$ cat src/rtl/alu_result_bcd_display.sv
// Display stage for the registered ALU result: iterative double-dabble binary
// to BCD, one bit per cycle, with held active-low 7-segment digit codes.
module alu_result_bcd_display #(
  parameter int WIDTH  = 8,
  parameter int DIGITS = 3
) (
  input  logic                  clock,
  input  logic                  resetn,
  input  logic                  in_valid,
  input  logic [WIDTH-1:0]      in_data,
  output logic                  in_ready,
  input  logic                  blank_zeros,
  output logic                  busy,
  output logic                  out_valid,
  output logic [4*DIGITS-1:0]   bcd,
  output logic [7*DIGITS-1:0]   seg
);

  localparam int CW = $clog2(WIDTH + 1);
  localparam int BW = 4 * DIGITS;

  typedef enum logic [1:0] {
    IDLE,
    SHIFT,
    DONE
  } state_t;

  state_t           state;
  logic [WIDTH-1:0] bin;
  logic [BW-1:0]    scratch;
  logic [BW-1:0]    adj;
  logic [BW-1:0]    scratch_next;
  logic [CW-1:0]    cnt;
  logic             lead;

  assign in_ready = (state == IDLE);
  assign busy     = (state == SHIFT) || (state == DONE);

  // Add-3 correction on every digit, then shift in the next binary MSB.
  always_comb begin
    adj = scratch;
    for (int unsigned k = 0; k < DIGITS; k++) begin
      if (scratch[4*k +: 4] >= 4'd5) begin
        adj[4*k +: 4] = scratch[4*k +: 4] + 4'd3;
      end
    end
    scratch_next = (adj << 1) | BW'(bin[WIDTH-1]);
  end

  always_ff @(posedge clock) begin
    if (!resetn) begin
      state     <= IDLE;
      bin       <= '0;
      scratch   <= '0;
      cnt       <= '0;
      bcd       <= '0;
      out_valid <= 1'b0;
    end else begin
      out_valid <= 1'b0;
      case (state)
        IDLE: begin
          if (in_valid) begin
            bin     <= in_data;
            scratch <= '0;
            cnt     <= CW'(WIDTH);
            state   <= SHIFT;
          end
        end
        SHIFT: begin
          scratch <= scratch_next;
          bin     <= bin << 1;
          cnt     <= cnt - CW'(1);
          if (cnt == CW'(1)) begin
            bcd       <= scratch_next;
            out_valid <= 1'b1;
            state     <= DONE;
          end
        end
        DONE:    state <= IDLE;
        default: state <= IDLE;
      endcase
    end
  end

  function automatic logic [6:0] seg7(input logic [3:0] d);
    case (d)
      4'd0:    seg7 = 7'b1000000;
      4'd1:    seg7 = 7'b1111001;
      4'd2:    seg7 = 7'b0100100;
      4'd3:    seg7 = 7'b0110000;
      4'd4:    seg7 = 7'b0011001;
      4'd5:    seg7 = 7'b0010010;
      4'd6:    seg7 = 7'b0000010;
      4'd7:    seg7 = 7'b1111000;
      4'd8:    seg7 = 7'b0000000;
      4'd9:    seg7 = 7'b0010000;
      default: seg7 = 7'b0111111;
    endcase
  endfunction

  // Walk from the most significant digit down; lead stays set while every
  // digit seen so far is zero, so those digits can be blanked.
  always_comb begin
    seg  = '1;
    lead = 1'b1;
    for (int unsigned i = 0; i < DIGITS; i++) begin
      lead = lead & (bcd[4*(DIGITS-1-i) +: 4] == 4'd0);
      if (blank_zeros && lead && (i != DIGITS - 1)) begin
        seg[7*(DIGITS-1-i) +: 7] = 7'b1111111;
      end else begin
        seg[7*(DIGITS-1-i) +: 7] = seg7(bcd[4*(DIGITS-1-i) +: 4]);
      end
    end
  end

endmodule

$ cat config.mk
export PLATFORM = sky130hd
export DESIGN_NAME = alu_result_bcd_display
export DESIGN_NICKNAME = d
export VERILOG_FILES = /design/src/rtl/alu_result_bcd_display.sv
export SDC_FILE = /design/constraint.sdc
export NUM_CORES = 1
export LEC_CHECK = 0
export ABC_AREA = 1
export CAP_MARGIN = 20
export CORE_MARGIN = 2
export CORE_UTILIZATION = 60
export DETAILED_ROUTE_END_ITERATION = 16
export DONT_BUFFER_PORTS = 1
export GPL_TIMING_DRIVEN = 0
export PLACE_DENSITY = 0.76
export SLEW_MARGIN = 20
export SYNTH_ARGS = -nofsm -noshare
export SYNTH_HDL_FRONTEND = slang
export SYNTH_SLANG_ARGS = --single-unit
$ cat constraint.sdc
create_clock -name clock -period 3 [get_ports clock]
set_input_delay 0.6 -clock clock [delete_from_list [all_inputs] [get_ports clock]]
set_output_delay 0.6 -clock clock [all_outputs]
set_load 0.05 [all_outputs]
==> impl_metrics.toml, run 1 <==
[layout]
layout-drive-gt1-share_pct = 10.9
syn_to_layout_area_delta_pct = 8.19
finish.cell_count_without_fillers = 519
utilization_pct = 66.7
layout.nets = 482
num_antenna_cells = 0

[logic_synthesis]
synth.cells.most_frequent = "nand2_1 (133), inv_1 (66), dfxtp_1 (60), nand3_1 (34), ha_1 (25)"
synth_cells = 434
synth_ff_type = "dfxtp_1"
yosys.cell_types.count = 29
synth.ff_latch_count = 60
netlist.top_cell.by_area = "dfxtp_1"
synth_top_area_share_pct = 38.4
synth-edff-count = 0
synth_warnings = 0
synth.area.top_cells = "dfxtp_1 (38%), nand2_1 (16%), ha_1 (10%)"
synthMostInstantiatedCell = "nand2_1"
avgSynthCellArea_um2 = 7.21
post_synthesis_net_count = 471
mapped_cell_area_mm2 = 0.00313
yosysSeqAreaShare_pct = 38.4
synth-async-reset-ratio_pct = 0

[cts]
cts.repair_timing.setup_buffer_count = 0
clock-sinks = 60
clkLatencyLatePin_ns = 0.35
clock_tree_from_tritoncts = "done"
cts_max_path_bufs = 2
cts_htree_levels = 3
ctsHoldBuffers = 0
worst_setup_hold_path_clk_slew_ns = 0.07
cts_resized = 0
cts-root-buf = "clkbuf_8"
cts_buffers = 9

[timing]
hold_violation_count_in_the_final_report = 0
final.setup_skew_ns = 0.00961
timing_max_transition_violations_final = 0
final_period_minus_worst_setup_slack_ns = 2.57
final_min_period_over_clock_period_pct = 85.5
timing_worst_slew_pin_value_ns = 0.580
setup_viol = 0
maxSlewHeadroom_pct = 61.4
rsz0062_at_grt = "false"
achievable-frequency_ghz = 0.390
setup-tns-final_ns = 0
setup_slack_ns = 0.435

[global_routing]
grt_pass1_wl_um = 10000
total_congestion_overflow_after_global_routing = 0
grt_pass1_vias = 2376
grt_start_max_net_pins = 11
initial_antenna_violation_count = 0
global_route_usage_sum_pct = 21.5

[die]
die_height_um = 76.2
coreArea_mm2 = 0.00507
placement_rows = 26
dieWidth_um = 76.2
fp.dieArea_mm2 = 0.00581
boundary_pin_count = 48
start_util_pct = 61.7

[outcome]
status = "finished, final reports clean"

[drt]
detail_route.drc_violations = 0
detail_route.iter0.violations = 97
detail-route-antenna-nets = 0
routed_wirelength_um = 5880
dr.pass1.iters = 4
num_vias = 2598
avgViaCountPerCell = 5.01
wl_per_cell_um = 11.3

[power_and_ir_drop]
power_dens_cells_mw_per_mm2 = 645
static-leakage-power_nw = 1.71
peakVddDrop_mv = 0.469

[setup_path]
setup.worst_path.end_class = "primary output"
timing.critical_path.arrival_ns = 1.97
criticalPathCategory = "reg2out"
setup.worst_path.start_class = "flip-flop"
path_max_fanout = 8
critPathRequiredTime_ns = 2.40

[placement]
place_worst_setup_slack_ns = 0.746
dp.final_hpwl_um = 4330
placed_cells_incl_taps = 504
place.gp.congestion = 0.905
place.port_buffers = 0

[job]
maxCapViolCount = 0

[min_path]
hp-class = "in2reg"
placed cells by master, fill, tap and decap left out:
| master | netlist | layout |
|---|---|---|
| nand2_1 | 133 | 133 |
| inv_1 | 66 | 66 |
| dfxtp_1 | 60 | 60 |
| nand3_1 | 34 | 34 |
| ha_1 | 25 | 25 |
| a21oi_1 | 18 | 18 |
| nor2_1 | 15 | 15 |
| o21ai_0 | 11 | 11 |
| clkbuf_8 | 0 | 11 |
| nand3b_1 | 8 | 8 |
| a31oi_1 | 8 | 8 |
| nand4_1 | 7 | 7 |
| or2_2 | 7 | 7 |
| inv_2 | 5 | 5 |
| nand3_2 | 5 | 5 |
| buf_2 | 4 | 4 |
| nor3_1 | 4 | 4 |
| a21oi_2 | 3 | 3 |
| nand2_2 | 3 | 3 |
| a21boi_0 | 3 | 3 |
| nor2_2 | 3 | 3 |
| clkbuf_1 | 1 | 3 |
| nor2_4 | 2 | 2 |
| buf_4 | 2 | 2 |
| buf_1 | 2 | 2 |
| clkinv_2 | 0 | 2 |
| nand4_4 | 1 | 1 |
| buf_6 | 1 | 1 |
| o21a_1 | 1 | 1 |
| o22ai_1 | 1 | 1 |
| a32o_1 | 1 | 1 |
critical path: stages, from the launching register on:
cell and delay (ns):
dfxtp_1 0.49, nor3_1 0.25, nand3_1 0.09, inv_1 0.15, nand3_1 0.22, nand2_1 0.43
where the power goes:
group	switching, W	internal (W)	total (W)
clock network	0.000294	0.000337	0.000632
logic	0.000435	0.000136	0.000571
registers	0.000105	0.000876	0.000981
total	0.000834	0.00135	0.00218
cell families (layout without fill, tap and decap cells):
kind of cell	count (synthesis)	after routing	share of synthesized area, %
adder cells (fa/ha/maj)	25	25	9.99
flip-flops	60	60	38.4
AND/OR/NAND/NOR	222	222	32.7
AO/OA/AOI/OAI	46	46	8.55
buffers and inverters	81	96	10.4
stage by stage:
stage                     hold WS (ns)  power, W  cell area (um^2)
final                            0.390   0.00218              3390
after floorplan                  0.440   0.00149              3130
after CTS                        0.385   0.00220              3390
after detailed placement         0.460   0.00157              3220
after global placement           0.453   0.00156              3220
after global routing             0.406   0.00229              3390
per-layer routing:
layer | wire [um] | GRT usage (%) | vias up
li1 | - | - | 1392
met1 | 2710 | 25.1 | 1134
met2 | 2720 | 36.2 | 62
met3 | 361 | 6.16 | 10
met4 | 82 | 10.2 | 0
met5 | 0 | 0 | -
worst paths after layout:
check	startpoint	end	slack [ns]	depth (start not counted)
setup reg to reg	state[1]$_SDFFE_PN0P_	seg[3]$_DFF_P_	0.74	12
setup / recovery	bcd[8]$_SDFFE_PN0P_	seg[8]	0.43	5
hold reg to reg	bin[0]$_SDFFE_PN0P_	bin[0]$_SDFFE_PN0P_	0.47	2
hold / removal	in_data[0]	bin[0]$_SDFFE_PN0P_	0.39	2
layout make-up:
class / count / area [um^2]
buffer: 10 / 57.6
multi-input combinational: 293 / 1610
sequential: 60 / 1200
clock inverter: 2 / 10.0
clock buffer: 13 / 159
inverter: 71 / 267
tap: 70 / 87.6
fill: 475 / 1690
Power figures use the tool's default switching activity.
==> run 2, diff against run 1 <==
--- a/config.mk
+++ b/config.mk
@@ -13,3 +13,2 @@
 export DONT_BUFFER_PORTS = 1
-export GPL_TIMING_DRIVEN = 0
 export PLACE_DENSITY = 0.76
--- a/constraint.sdc
+++ b/constraint.sdc
@@ -3,2 +3,2 @@
 set_output_delay 0.6 -clock clock [all_outputs]
-set_load 0.05 [all_outputs]
+set_load 0.01 [all_outputs]
==> impl_metrics.toml, run 2 (same netlist as run 1, synthesis figures left out) <==
[timing]
final.setup_skew_ns = 0.00866
hold_violation_count_in_the_final_report = 0
final_min_period_over_clock_period_pct = 84.0
setup-tns-final_ns = 0
rsz0062_at_grt = "false"
timing_max_transition_violations_final = 0
final_period_minus_worst_setup_slack_ns = 2.52
setup_viol = 0
achievable-frequency_ghz = 0.397
maxSlewHeadroom_pct = 70.8
setup_slack_ns = 0.480
timing_worst_slew_pin_value_ns = 0.438

[cts]
cts_buffers = 9
clkLatencyLatePin_ns = 0.33
cts_resized = 0
cts_htree_levels = 3
cts_max_path_bufs = 2
clock-sinks = 60
worst_setup_hold_path_clk_slew_ns = 0.06
clock_tree_from_tritoncts = "done"
cts-root-buf = "clkbuf_8"
cts.repair_timing.setup_buffer_count = 0
ctsHoldBuffers = 0

[global_routing]
total_congestion_overflow_after_global_routing = 0
global_route_usage_sum_pct = 21.8
grt_pass1_vias = 2473
initial_antenna_violation_count = 0
grt_pass1_wl_um = 10400
grt_start_max_net_pins = 21

[layout]
layout.filler_cells = 447
num_antenna_cells = 0
final_non_filler_cell_area_mm2 = 0.00337
layout.cells.most_common = "nand2_1"
commonest_non_fill_non_tap_cells_in_the_layout = "nand2_1 (133), inv_1 (66), dfxtp_1 (60)"
layout.nets = 475
layout-drive-gt1-share_pct = 9.95
syn_to_layout_area_delta_pct = 7.55

[power_and_ir_drop]
peakVddDrop_mv = 0.487
power.share.combinational_pct = 19.9
p_total_w = 0.00201
power_dens_cells_mw_per_mm2 = 596
power_report.internal_total_w = 0.00141
p_sw_share_pct = 30.0
power.share.clock_pct = 34.1
static-leakage-power_nw = 1.69
power.sequential.fraction_pct = 46.0
p_sw_w = 0.000603

[drt]
detail-route-antenna-nets = 0
dr.pass1.iters = 4
detail_route.iter0.violations = 90
num_vias = 2595
avgViaCountPerCell = 5.07
routed_wirelength_um = 5910
wl_per_cell_um = 11.5
detail_route.drc_violations = 0

[die]
coreArea_mm2 = 0.00507
start_util_pct = 61.7
placement_rows = 26
fp.dieArea_mm2 = 0.00581
boundary_pin_count = 48
dieWidth_um = 76.2
die_height_um = 76.2

[placement]
place.port_buffers = 0
placedInstanceArea_mm2 = 0.00318
place.gp.congestion = 0.860
dp.final_hpwl_um = 4260
place_worst_setup_slack_ns = 0.484

[setup_path]
critPathRequiredTime_ns = 3.22
critical_path.n_buffers_inverters = 3
criticalPathCategory = "reg2reg"
critical_path.max_stage_delay_ns = 0.43
timing.critical_path.arrival_ns = 2.74
path_cells = "inv_1 > ha_1 > inv_2 > nor2_4 > nand3_1 > nand3_1 > inv_1 > ha_1 > nand3b_1 > nand3_1 > nand2_1"
timing.critical_path.mode_cell = "nand3_1"
library_cell_contributing_the_largest_single_delay_on_the_critical_path = "ha_1"
path_delay_family = "simple AND/OR/NAND/NOR gates"
path_max_fanout = 11
setup.worst_path.end_class = "flip-flop"
reg2reg_slack_ns = 0.48
setup.worst_path.start_class = "flip-flop"

[min_path]
hp-class = "in2reg"

[job]
maxCapViolCount = 0

[outcome]
status = "finished, final reports clean"
-- run 2: cell count changes in the layout (fill, tap and decap cells not counted) --
| cell | change |
|---|---|
| clkbuf_8 | -1 |
| buf_1 | -2 |
| buf_4 | +1 |
| bufinv_16 | +1 |
| clkinv_2 | -1 |
| buf_6 | -1 |
| buf_2 | -4 |
-- run 2: final cells by class --
| cell class | count | area [um^2] | share of cell area, % |
|---|---|---|---|
| multi-input combinational | 293 | 1610 | 47.7 |
| sequential | 60 | 1200 | 35.7 |
| inverter | 71 | 267 | 7.92 |
| clock buffer | 13 | 149 | 4.42 |
| tap | 70 | 87.6 | 2.60 |
| clock inverter | 2 | 35.0 | 1.04 |
| timing repair buffer | 3 | 22.5 | 0.669 |
-- run 2: per-stage QoR --
stage	cells	util, %	hold WS, ns
2_1_floorplan	434	-	0.440
3_3_place_gp	497	62.7	0.453
3_5_place_dp	497	62.7	0.460
4_1_cts	512	66.3	0.377
5_1_grt	512	66.3	0.388
6_report	512	66.3	0.393
-- run 2: worst paths after layout --
check                                      startpoint                   to  cells after the start
worst max-delay path            state[1]$_SDFFE_PN0P_       seg[3]$_DFF_P_                     11
worst max register to register  state[1]$_SDFFE_PN0P_       seg[3]$_DFF_P_                     11
worst min register to register    bin[0]$_SDFFE_PN0P_  bin[0]$_SDFFE_PN0P_                      2
worst min-delay path                           resetn  cnt[2]$_SDFFE_PN0P_                      2
-- run 2: routing by layer --
| layer | routed length (um) | vias up | global-route usage (%) |
|---|---|---|---|
| met3 | 325 | 13 | 6.04 |
| met5 | 0 | - | 0 |
| met1 | 2730 | 1130 | 25.3 |
| li1 | - | 1379 | - |
| met2 | 2740 | 73 | 36.7 |
| met4 | 123 | 0 | 11.3 |
-- run 2: power by group through the flow --
stage	combinational, W	clock, W	sequential (W)
after floorplan	0.000342	0	0.000931
after global placement	0.000392	0	0.000940
after detailed placement	0.000400	0	0.000942
after CTS	0.000403	0.000703	0.000924
after global routing	0.000458	0.000734	0.000933
final	0.000399	0.000685	0.000924
-- run 2: worst register-to-register path, cell delays in order, from the launching register on --
cell,delay (ns)
dfxtp_1,0.31
inv_1,0.08
ha_1,0.43
inv_2,0.19
nor2_4,0.31
nand3_1,0.12
nand3_1,0.23
inv_1,0.11
ha_1,0.30
nand3b_1,0.18
nand3_1,0.10
nand2_1,0.05
==> run 3, diff against run 2 <==
ABC_AREA = 0   (was 1)
clock period = 2.65 ns   (was 3 ns; I/O delays follow)
==> impl_metrics.toml, run 3 <==
[logic_synthesis]
synth_top_area_share_pct = 36.7
yosys.cell_types.count = 61
synth-async-reset-ratio_pct = 0
synth-edff-count = 0
synth_cells = 370
synthMostInstantiatedCell = "dfxtp_1"
mapped_cell_area_mm2 = 0.00327
avgSynthCellArea_um2 = 8.84
post_synthesis_net_count = 407
synth.ff_latch_count = 60
yosysSeqAreaShare_pct = 36.7
synth_warnings = 0
synth.area.top_cells = "dfxtp_1 (37%), ha_1 (9.6%), nand2_1 (3.7%)"
netlist.top_cell.by_area = "dfxtp_1"
synth_ff_type = "dfxtp_1"
synth.cells.most_frequent = "dfxtp_1 (60), nand2_1 (32), inv_1 (27), ha_1 (25), a21oi_1 (22)"

[setup_path]
critPathRequiredTime_ns = 2.86
critical_path.n_buffers_inverters = 3
setup.worst_path.end_class = "flip-flop"
timing.critical_path.arrival_ns = 2.64
path_cells = "inv_1 > ha_1 > nor2b_1 > or3_1 > a31oi_2 > inv_1 > ha_1 > inv_1 > o21ai_0 > o21ai_0"
path_max_fanout = 7
timing.critical_path.mode_cell = "inv_1"
critical_path.max_stage_delay_ns = 0.44
path_delay_family = "adder cells"
setup.worst_path.start_class = "flip-flop"
library_cell_contributing_the_largest_single_delay_on_the_critical_path = "dfxtp_1"
criticalPathCategory = "reg2reg"

[outcome]
status = "finished, final reports clean"

[timing]
achievable-frequency_ghz = 0.412
timing_worst_slew_pin_value_ns = 0.721
hold_violation_count_in_the_final_report = 0
maxSlewHeadroom_pct = 51.6
final_min_period_over_clock_period_pct = 91.6
rsz0062_at_grt = "false"
setup_viol = 0
setup-tns-final_ns = 0
final_period_minus_worst_setup_slack_ns = 2.43
timing_max_transition_violations_final = 0
final.setup_skew_ns = 0.00596

[layout]
num_antenna_cells = 0
commonest_non_fill_non_tap_cells_in_the_layout = "dfxtp_1 (60), nand2_1 (32), inv_1 (27)"
layout.cells.most_common = "dfxtp_1"
layout.nets = 408
syn_to_layout_area_delta_pct = 7.42
layout.filler_cells = 428
layout-drive-gt1-share_pct = 11.0
utilization_pct = 67.9

[drt]
detail_route.iter0.violations = 114
wl_per_cell_um = 15.0
dr.pass1.iters = 4
routed_wirelength_um = 6670
num_vias = 2623
detail_route.drc_violations = 0
avgViaCountPerCell = 5.91
detail-route-antenna-nets = 0

[power_and_ir_drop]
peakVddDrop_mv = 0.403
power_dens_cells_mw_per_mm2 = 548
static-leakage-power_nw = 1.51

[cts]
clock-sinks = 60
clock_tree_from_tritoncts = "done"
cts-root-buf = "clkbuf_8"
clkLatencyLatePin_ns = 0.33
cts_buffers = 9
worst_setup_hold_path_clk_slew_ns = 0.06
cts_htree_levels = 3
cts_max_path_bufs = 2
cts.repair_timing.setup_buffer_count = 0

[placement]
place.port_buffers = 0
place.gp.congestion = 0.851
dp.final_hpwl_um = 4590

[min_path]
hp-class = "in2reg"

[die]
boundary_pin_count = 48
fp.dieArea_mm2 = 0.00606
die_height_um = 77.8
placement_rows = 26
start_util_pct = 63.3
coreArea_mm2 = 0.00517
dieWidth_um = 77.8

[global_routing]
initial_antenna_violation_count = 0
grt_pass1_wl_um = 11100
global_route_usage_sum_pct = 22.9
grt_pass1_vias = 2400
total_congestion_overflow_after_global_routing = 0
grt_start_max_net_pins = 46

[job]
maxCapViolCount = 0
## run 3: where the power goes
group | switching (W) | internal [W] | leakage (nW)
Combinational | 0.000124 | 0.0000882 | 0.939
Clock | 0.000331 | 0.000421 | 0.0890
Sequential | 0.0000240 | 0.000938 | 0.486
## run 3: cells by family (layout without fill, tap and decap cells)
family	after synthesis	count (layout)	synth area share, %
fa+ha+maj	25	25	9.56
flops	60	60	36.7
compound gates	107	107	23.6
xor+xnor	2	2	0.535
buf+inv	46	50	6.00
simple gates	119	119	20.0
mux	11	11	3.56
## run 3: path summary, 6_finish.rpt
check                     startpoint                 endpoint  slack, ns  depth (start not counted)
min reg2reg      bin[0]$_SDFFE_PN0P_      bin[0]$_SDFFE_PN0P_       0.47                          2
max reg2reg  scratch[0]$_SDFFE_PN0P_                flip-flop       0.22                         10
max          scratch[0]$_SDFFE_PN0P_                flip-flop       0.22                         10
min                           resetn  scratch[8]$_SDFFE_PN0P_       0.33                          1
## run 3: final cells by class
class	instances	area (um^2)	area share (%)
clock buffer	11	131	3.74
clock inverter	3	40.0	1.14
inverter	28	105	2.99
multi-input combinational	264	1890	53.6
sequential	60	1200	34.2
tap	70	87.6	2.49
timing repair buffer	8	63.8	1.82
## run 3: per-layer routing
metal  up-vias  global-route usage (%)  routed length [um]
met2        60                    38.4                3250
met1      1233                    28.3                2970
met5         -                       0                   0
li1       1321                       -                   -
met3         9                    5.35                 380
met4         0                    9.11                  71
## run 3: through the flow
stage	setup slack (ns)	instance area [um^2]	total power (W)	hold slack, ns	instances
after CTS	0.169	3500	0.00194	0.311	444
after global routing	0.00164	3510	0.00201	0.304	444
final	0.223	3510	0.00193	0.328	444
after floorplan	0.360	3270	0.00116	0.443	370
after global placement	0.209	3330	0.00119	0.453	430
after detailed placement	0.193	3330	0.00119	0.465	430
## run 3: repair_timing
action | in CTS | in global routing
endpoints found under the setup margin | 0 | 3
resized for setup | 0 | 3
hold buffers | 0 | 0
